$ cat src/rtl/frog_motion_ctrl.sv
// Frame-rate frog position controller: WASD hops, log riding, drowning, home arrival and score.
// All state advances on a one-Clk tick derived from the rising edge of the asynchronous frame_clk.
module frog_motion_ctrl #(
    parameter int START_X      = 308,
    parameter int START_Y      = 456,
    parameter int STEP_X       = 24,
    parameter int STEP_Y       = 22,
    parameter int FROG_W       = 24,
    parameter int FROG_H       = 22,
    parameter int MAX_X        = 615,
    parameter int WATER_TOP    = 37,
    parameter int WATER_BOT    = 225,
    parameter int HOME_Y       = 36,
    parameter int LOG_Y        = 100,
    parameter int COOLDOWN     = 8,
    parameter int DEATH_FRAMES = 60
) (
    input  logic        Clk,
    input  logic        Reset_n,
    input  logic        frame_clk,
    input  logic [7:0]  keycode,
    input  logic [10:0] Log1_X,
    output logic [10:0] Frog_X,
    output logic [10:0] Frog_Y,
    output logic        Frog_dead,
    output logic [3:0]  Score,
    output logic [1:0]  o_dbg_state
);
    typedef enum logic [1:0] {
        S_READY    = 2'd0,
        S_COOLDOWN = 2'd1,
        S_DEAD     = 2'd2
    } state_t;

    localparam int CNT_MAX = (DEATH_FRAMES > COOLDOWN) ? DEATH_FRAMES : COOLDOWN;
    localparam int CNT_W   = $clog2(CNT_MAX + 1);
    localparam logic [CNT_W-1:0] CNT_ONE = CNT_W'(1);

    localparam logic [11:0] C_START_X   = 12'(START_X);
    localparam logic [11:0] C_START_Y   = 12'(START_Y);
    localparam logic [11:0] C_STEP_X    = 12'(STEP_X);
    localparam logic [11:0] C_STEP_Y    = 12'(STEP_Y);
    localparam logic [11:0] C_HALF_W    = 12'(FROG_W / 2);
    localparam logic [11:0] C_LOG_LEN   = 12'(2 * FROG_W - 1);
    localparam logic [11:0] C_FROG_H    = 12'(FROG_H);
    localparam logic [11:0] C_MAX_X     = 12'(MAX_X);
    localparam logic [11:0] C_WATER_TOP = 12'(WATER_TOP);
    localparam logic [11:0] C_WATER_BOT = 12'(WATER_BOT);
    localparam logic [11:0] C_HOME_Y    = 12'(HOME_Y);
    localparam logic [11:0] C_LOG_Y     = 12'(LOG_Y);

    state_t             r_state, w_nxt_state;
    logic               r_fc_meta, r_fc_sync, r_fc_prev;
    logic [10:0]        r_x, r_y, r_prev_log;
    logic [3:0]         r_score;
    logic [CNT_W-1:0]   r_cnt;
    logic               r_key_armed, r_dead;

    logic [10:0]        w_nxt_x, w_nxt_y, w_hop_x, w_hop_y, w_base_x;
    logic [3:0]         w_nxt_score;
    logic [CNT_W-1:0]   w_nxt_cnt;
    logic               w_nxt_armed;

    logic               w_tick;
    logic [11:0]        w_x12, w_y12, w_log12, w_base12, w_center;
    logic               w_riding, w_home, w_drown, w_ride_oob;
    logic signed [10:0] w_raw_dx;
    logic signed [11:0] w_ride_dx, w_ride_x;
    logic               w_key_w, w_key_a, w_key_s, w_key_d, w_key_valid;

    assign w_tick = r_fc_sync & ~r_fc_prev;

    assign w_x12    = {1'b0, r_x};
    assign w_y12    = {1'b0, r_y};
    assign w_log12  = {1'b0, Log1_X};
    assign w_center = w_x12 + C_HALF_W;

    assign w_riding = (w_y12 >= C_LOG_Y) && (w_y12 <= C_LOG_Y + C_FROG_H) &&
                      (w_center >= w_log12) && (w_center <= w_log12 + C_LOG_LEN);
    assign w_home   = (w_y12 <= C_HOME_Y);
    assign w_drown  = (w_y12 + C_FROG_H - 12'd1 >= C_WATER_TOP) && (w_y12 <= C_WATER_BOT) && !w_riding;

    // A log step larger than 8 px means the mover wrapped the log around the screen.
    assign w_raw_dx   = $signed(Log1_X - r_prev_log);
    assign w_ride_dx  = ((w_raw_dx > 11'sd8) || (w_raw_dx < -11'sd8)) ? 12'sd0 : {w_raw_dx[10], w_raw_dx};
    assign w_ride_x   = $signed(w_x12) + w_ride_dx;
    assign w_ride_oob = (w_ride_x < 12'sd0) || (w_ride_x > $signed(C_MAX_X));

    assign w_key_w     = (keycode == 8'h1A);
    assign w_key_a     = (keycode == 8'h04);
    assign w_key_s     = (keycode == 8'h16);
    assign w_key_d     = (keycode == 8'h07);
    assign w_key_valid = w_key_w | w_key_a | w_key_s | w_key_d;

    // Hops start from the post-ride position.
    assign w_base_x = w_riding ? w_ride_x[10:0] : r_x;
    assign w_base12 = {1'b0, w_base_x};

    always_comb begin
        w_hop_x = w_base_x;
        w_hop_y = r_y;
        if (w_key_a) begin
            w_hop_x = (w_base12 < C_STEP_X) ? 11'd0 : 11'(w_base12 - C_STEP_X);
        end else if (w_key_d) begin
            w_hop_x = (w_base12 + C_STEP_X > C_MAX_X) ? C_MAX_X[10:0] : 11'(w_base12 + C_STEP_X);
        end
        if (w_key_w) begin
            w_hop_y = (w_y12 < C_STEP_Y) ? 11'd0 : 11'(w_y12 - C_STEP_Y);
        end else if (w_key_s) begin
            w_hop_y = (w_y12 + C_STEP_Y > C_START_Y) ? C_START_Y[10:0] : 11'(w_y12 + C_STEP_Y);
        end
    end

    always_comb begin
        w_nxt_state = r_state;
        w_nxt_x     = r_x;
        w_nxt_y     = r_y;
        w_nxt_score = r_score;
        w_nxt_cnt   = r_cnt;
        w_nxt_armed = r_key_armed;
        if (w_tick) begin
            if (!w_key_valid) w_nxt_armed = 1'b1;
            if (r_state == S_DEAD) begin
                if (r_cnt <= CNT_ONE) begin
                    w_nxt_state = S_READY;
                    w_nxt_x     = C_START_X[10:0];
                    w_nxt_y     = C_START_Y[10:0];
                    w_nxt_cnt   = '0;
                    w_nxt_armed = 1'b0;
                end else begin
                    w_nxt_cnt = r_cnt - CNT_ONE;
                end
            end else begin
                if (r_state == S_COOLDOWN) begin
                    if (r_cnt <= CNT_ONE) begin
                        w_nxt_state = S_READY;
                        w_nxt_cnt   = '0;
                    end else begin
                        w_nxt_cnt = r_cnt - CNT_ONE;
                    end
                end
                if (w_home) begin
                    w_nxt_score = (r_score >= 4'd9) ? 4'd9 : r_score + 4'd1;
                    w_nxt_x     = C_START_X[10:0];
                    w_nxt_y     = C_START_Y[10:0];
                    w_nxt_state = S_READY;
                    w_nxt_cnt   = '0;
                end else if (w_drown || (w_riding && w_ride_oob)) begin
                    w_nxt_state = S_DEAD;
                    w_nxt_cnt   = CNT_W'(DEATH_FRAMES);
                end else begin
                    if (w_riding) w_nxt_x = w_ride_x[10:0];
                    if ((r_state == S_READY) && r_key_armed && w_key_valid) begin
                        w_nxt_x     = w_hop_x;
                        w_nxt_y     = w_hop_y;
                        w_nxt_armed = 1'b0;
                        w_nxt_state = S_COOLDOWN;
                        w_nxt_cnt   = CNT_W'(COOLDOWN);
                    end
                end
            end
        end
    end

    always_ff @(posedge Clk or negedge Reset_n) begin
        if (!Reset_n) begin
            r_fc_meta   <= 1'b0;
            r_fc_sync   <= 1'b0;
            r_fc_prev   <= 1'b0;
            r_state     <= S_READY;
            r_x         <= C_START_X[10:0];
            r_y         <= C_START_Y[10:0];
            r_score     <= 4'd0;
            r_cnt       <= '0;
            r_key_armed <= 1'b1;
            r_dead      <= 1'b0;
            r_prev_log  <= 11'd0;
        end else begin
            r_fc_meta   <= frame_clk;
            r_fc_sync   <= r_fc_meta;
            r_fc_prev   <= r_fc_sync;
            r_state     <= w_nxt_state;
            r_x         <= w_nxt_x;
            r_y         <= w_nxt_y;
            r_score     <= w_nxt_score;
            r_cnt       <= w_nxt_cnt;
            r_key_armed <= w_nxt_armed;
            r_dead      <= (w_nxt_state == S_DEAD);
            if (w_tick) r_prev_log <= Log1_X;
        end
    end

    assign Frog_X      = r_x;
    assign Frog_Y      = r_y;
    assign Frog_dead   = r_dead;
    assign Score       = r_score;
    assign o_dbg_state = r_state;
endmodule

$ cat config.mk
export PLATFORM = sky130hd
export DESIGN_NAME = frog_motion_ctrl
export DESIGN_NICKNAME = d
export VERILOG_FILES = /design/src/rtl/frog_motion_ctrl.sv
export SDC_FILE = /design/constraint.sdc
export NUM_CORES = 1
export LEC_CHECK = 0
export BUFFER_PORTS_ARGS = -buffer_cell sky130_fd_sc_hd__buf_2
export CAP_MARGIN = 25
export CORE_ASPECT_RATIO = 2
export CORE_MARGIN = 2
export CORE_UTILIZATION = 50
export DETAILED_ROUTE_END_ITERATION = 7
export PLACE_DENSITY = 0.77
export RECOVER_POWER = 50
export SYNTH_ARGS = -nofsm -noshare
export SYNTH_HDL_FRONTEND = slang
export SYNTH_SLANG_ARGS = --single-unit
$ cat constraint.sdc
create_clock -name Clk -period 5.4 [get_ports Clk]
set_clock_uncertainty 0.05 [all_clocks]
set_input_delay 0.54 -clock Clk [delete_from_list [all_inputs] [get_ports Clk]]
set_output_delay 0.54 -clock Clk [all_outputs]
set_load 0.02 [all_outputs]
==> impl_metrics.py <==
metrics = {
    "cts": {
        "cts_tree": "done",
        "htreeDepth": 2,
        "cts_hold_buf": 0,
        "cts-root-buf": "clkbuf_16",
        "cts.clk_slew.worst_paths_ps": 80,
        "cts_sinks": 49,
        "cts_buffers": 5,
        "clkLatencyLatePin_ps": 310,
        "clockBufferDepth": 2,
    },
    "global_routing": {
        "antenna_found_initial": 0,
        "grt_pass1_vias": 6812,
        "grt_pass1_wl_mm": 32.4,
        "grt-ovfl-total": 0,
        "grt_max_degree": 50,
        "grtUsageTotal_pct": 31.5,
    },
    "flow_run": {
        "drv_cap": 1,
    },
    "placed_design": {
        "pre_cts_slack_ps": -791,
        "placed_area_sq_um": 7370,
        "dp_cells": 1071,
        "gp_congestion": 1.03,
        "dpl.hpwl_mm": 15.3,
        "port_buffers": 49,
    },
    "layout": {
        "fillCellCount": 1007,
        "areaGrowthSynthToFinish_pct": 30.4,
        "stdcell_area_sq_um": 7970,
        "nets": 1032,
        "mostFrequentLayoutCell": "buf_4",
        "antenna_cells": 0,
        "layout_common_cells": "buf_4, nand2_1, nor2_1",
        "final_util_pct": 66.1,
        "final_cells": 1098,
        "layout-drive-gt1-share_pct": 30.4,
        "multiInputGateArea_sq_um": 4960,
        "regArea_sq_um": 1240,
    },
    "route": {
        "vias": 6847,
        "first_pass_iters": 5,
        "drt_wl_total_mm": 20.5,
        "vias_per_cell": 6.24,
        "drt_drc_violations_left": 0,
        "wire_per_inst_microns": 18.7,
        "first_iter_violations": 410,
        "ant_nets": 0,
    },
    "die": {
        "die-width_microns": 82.2,
        "ios": 51,
        "rows": 57,
        "dieArea_sq_um": 13200,
        "initial_core_util_pct": 50.7,
        "die_y_microns": 160,
        "core_area_sq_um": 12100,
    },
    "worst_setup_path": {
        "slowest_delay_ps": 390,
        "slowest_stage": "dfrtp_1",
        "crit_type": "reg -> reg",
        "cp.required_ps": 5550,
        "cp_max_fo": 4,
        "crit_path_start_kind": "flop",
        "worstPathArrival_ps": 5790,
        "end_kind": "flop",
    },
    "synth": {
        "synthArstFlopShare_pct": 100,
        "synthDistinctLibCells": 91,
        "ys_warn_count": 0,
        "synth-edff-count": 0,
        "ys_seq_area_share_pct": 20.2,
        "synth_cells": 796,
        "synth_seq_cells": 49,
        "synth.cell_area_sq_um": 6110,
        "synth_area_per_cell_sq_um": 7.68,
        "synth_flop_cell": "dfrtp_1",
        "synth_fp_nets": 878,
    },
    "timing": {
        "final_max_slew_viol_count": 50,
        "fin_hold_ws_ps": 284,
        "finalCriticalPeriod_ps": 5640,
        "finalHoldViolCount": 0,
        "tightest_slew_ps": 2980,
        "finalCritPeriodShare_pct": 105,
        "rsz0062_at_grt": "true",
        "fin_ws_ps": -244,
        "fmaxAchievable_mhz": 177,
        "finalSetupViolCount": 27,
        "slew_headroom_pct": -98.8,
    },
    "power_and_ir_drop": {
        "p_sw_share_pct": 46.5,
        "p_leak_nw": 3.62,
        "pwr-share-seq_pct": 27.5,
        "clockPowerShare_pct": 15.9,
        "pwr-share-comb_pct": 56.6,
        "vdd_drop_max_v": 0.000274,
        "powerDensity_nw_per_um2": 276,
        "power_switching_mw": 1.02,
        "internal-power_mw": 1.17,
    },
    "outcome": {
        "outcome": "finished with violations",
        "violations": "max-capacitance violations, max-slew violations, negative setup slack",
    },
    "hold_path": {
        "worst_hold_path_type": "in -> reg",
    },
}
-- layer usage --
| layer | up-vias | global-route usage (%) | share of wire (%) |
|---|---|---|---|
| met3 | 127 | 4.10 | 4.4 |
| met2 | 298 | 57.1 | 54 |
| met5 | - | 0 | 0 |
| met1 | 3207 | 31.6 | 34 |
| met4 | 0 | 21.6 | 7.7 |
| li1 | 3215 | - | - |
-- synth_stat cells, types with 12 or more instances --
cell	instances	area, sq um
nand2_1	84	315
nor2_1	73	274
o21ai_0	60	300
ha_1	58	726
a21oi_1	53	265
inv_1	45	169
dfrtp_1	40	1000
xnor2_1	36	315
nor3_1	22	110
clkbuf_1	17	63.8
a21o_1	16	120
buf_2	15	75.1
and2_1	12	75.1
o21a_1	12	90.1
-- power by group through the flow --
stage          clock, mW  combinational, mW  sequential (mW)
5_1_grt            0.367               1.36            0.618
6_report           0.349               1.24            0.605
2_1_floorplan          0              0.745            0.582
4_1_cts            0.354               1.17            0.598
3_5_place_dp           0               1.13            0.604
3_3_place_gp           0               1.12            0.603
-- logic make-up (layout without fill, tap and decap cells) --
logic type	count (synthesis)	in the layout	share of synthesized area (%)
adders and majority gates	61	61	12.7
DFF	49	49	20.2
buffers and inverters	78	233	5.16
other	1	1	0.0614
xor gates and xnor gates	47	47	6.74
and+or+nand+nor	304	304	26.5
muxes	9	9	1.60
AOI/OAI and AO/OA	247	247	27.0
-- area by class of cell --
cell class,count,area share (%)
multi-input cells,669,62.2
well taps,147,2.31
clock inverters,3,0.361
flip-flops and latches,49,15.5
repair buffers,180,15.7
inverters,45,2.35
clock buffers,5,1.57
-- critical path: cells and delay by family (launching register included) --
family | cells | cell delay (ps)
AO/OA/AOI/OAI | 11 | 2320
XOR/XNOR | 2 | 270
adder cells (fa/ha/maj) | 5 | 1310
buffers and inverters | 3 | 300
flip-flops | 1 | 390
multiplexers | 1 | 190
AND/OR/NAND/NOR | 6 | 680
-- state kept, by name, summed over array words and instances (netlist names) --
name         cells
r_fc_sync        1
o_dbg_state      2
r_fc_meta        1
r_key_armed      1
r_cnt            6
Frog_X          11
Frog_dead        1
Score            4
r_prev_log      11
r_fc_prev        1
Frog_Y          10
-- worst paths after layout --
kind / to / start / slack (ps) / cells past startpoint
max in group asynchronous: Frog_dead$_DFF_PN0_ / Reset_n / 2360 / 2
min in group asynchronous: Frog_X[7]$_DFFE_PN0P_ / Reset_n / 1250 / 2
worst min-delay path: r_fc_meta$_DFF_PN0_ / frame_clk / 280 / 1
worst max-delay path: Frog_X[10]$_DFFE_PN0P_ / r_prev_log[0]$_DFFE_PN0P_ / -240 / 28
worst min register to register: r_fc_sync$_DFF_PN0_ / r_fc_meta$_DFF_PN0_ / 310 / 0
worst max register to register: Frog_X[10]$_DFFE_PN0P_ / r_prev_log[0]$_DFFE_PN0P_ / -240 / 28
-- timing repair --
action                                  in CTS  in global routing
cloned                                       0                  1
pin swaps                                   31                  7
endpoints found under the setup margin      30                 30
setup buffers                               12                  6
resized for setup                           34                 38
-- metrics by stage --
step                      setup TNS (ps)  power, mW
after floorplan                     -992       1.33
after global placement            -16460       1.72
after detailed placement          -19330       1.74
after CTS                           -356       2.12
after global routing               -9280       2.34
final                              -3530       2.20
Power figures use the tool's default switching activity.
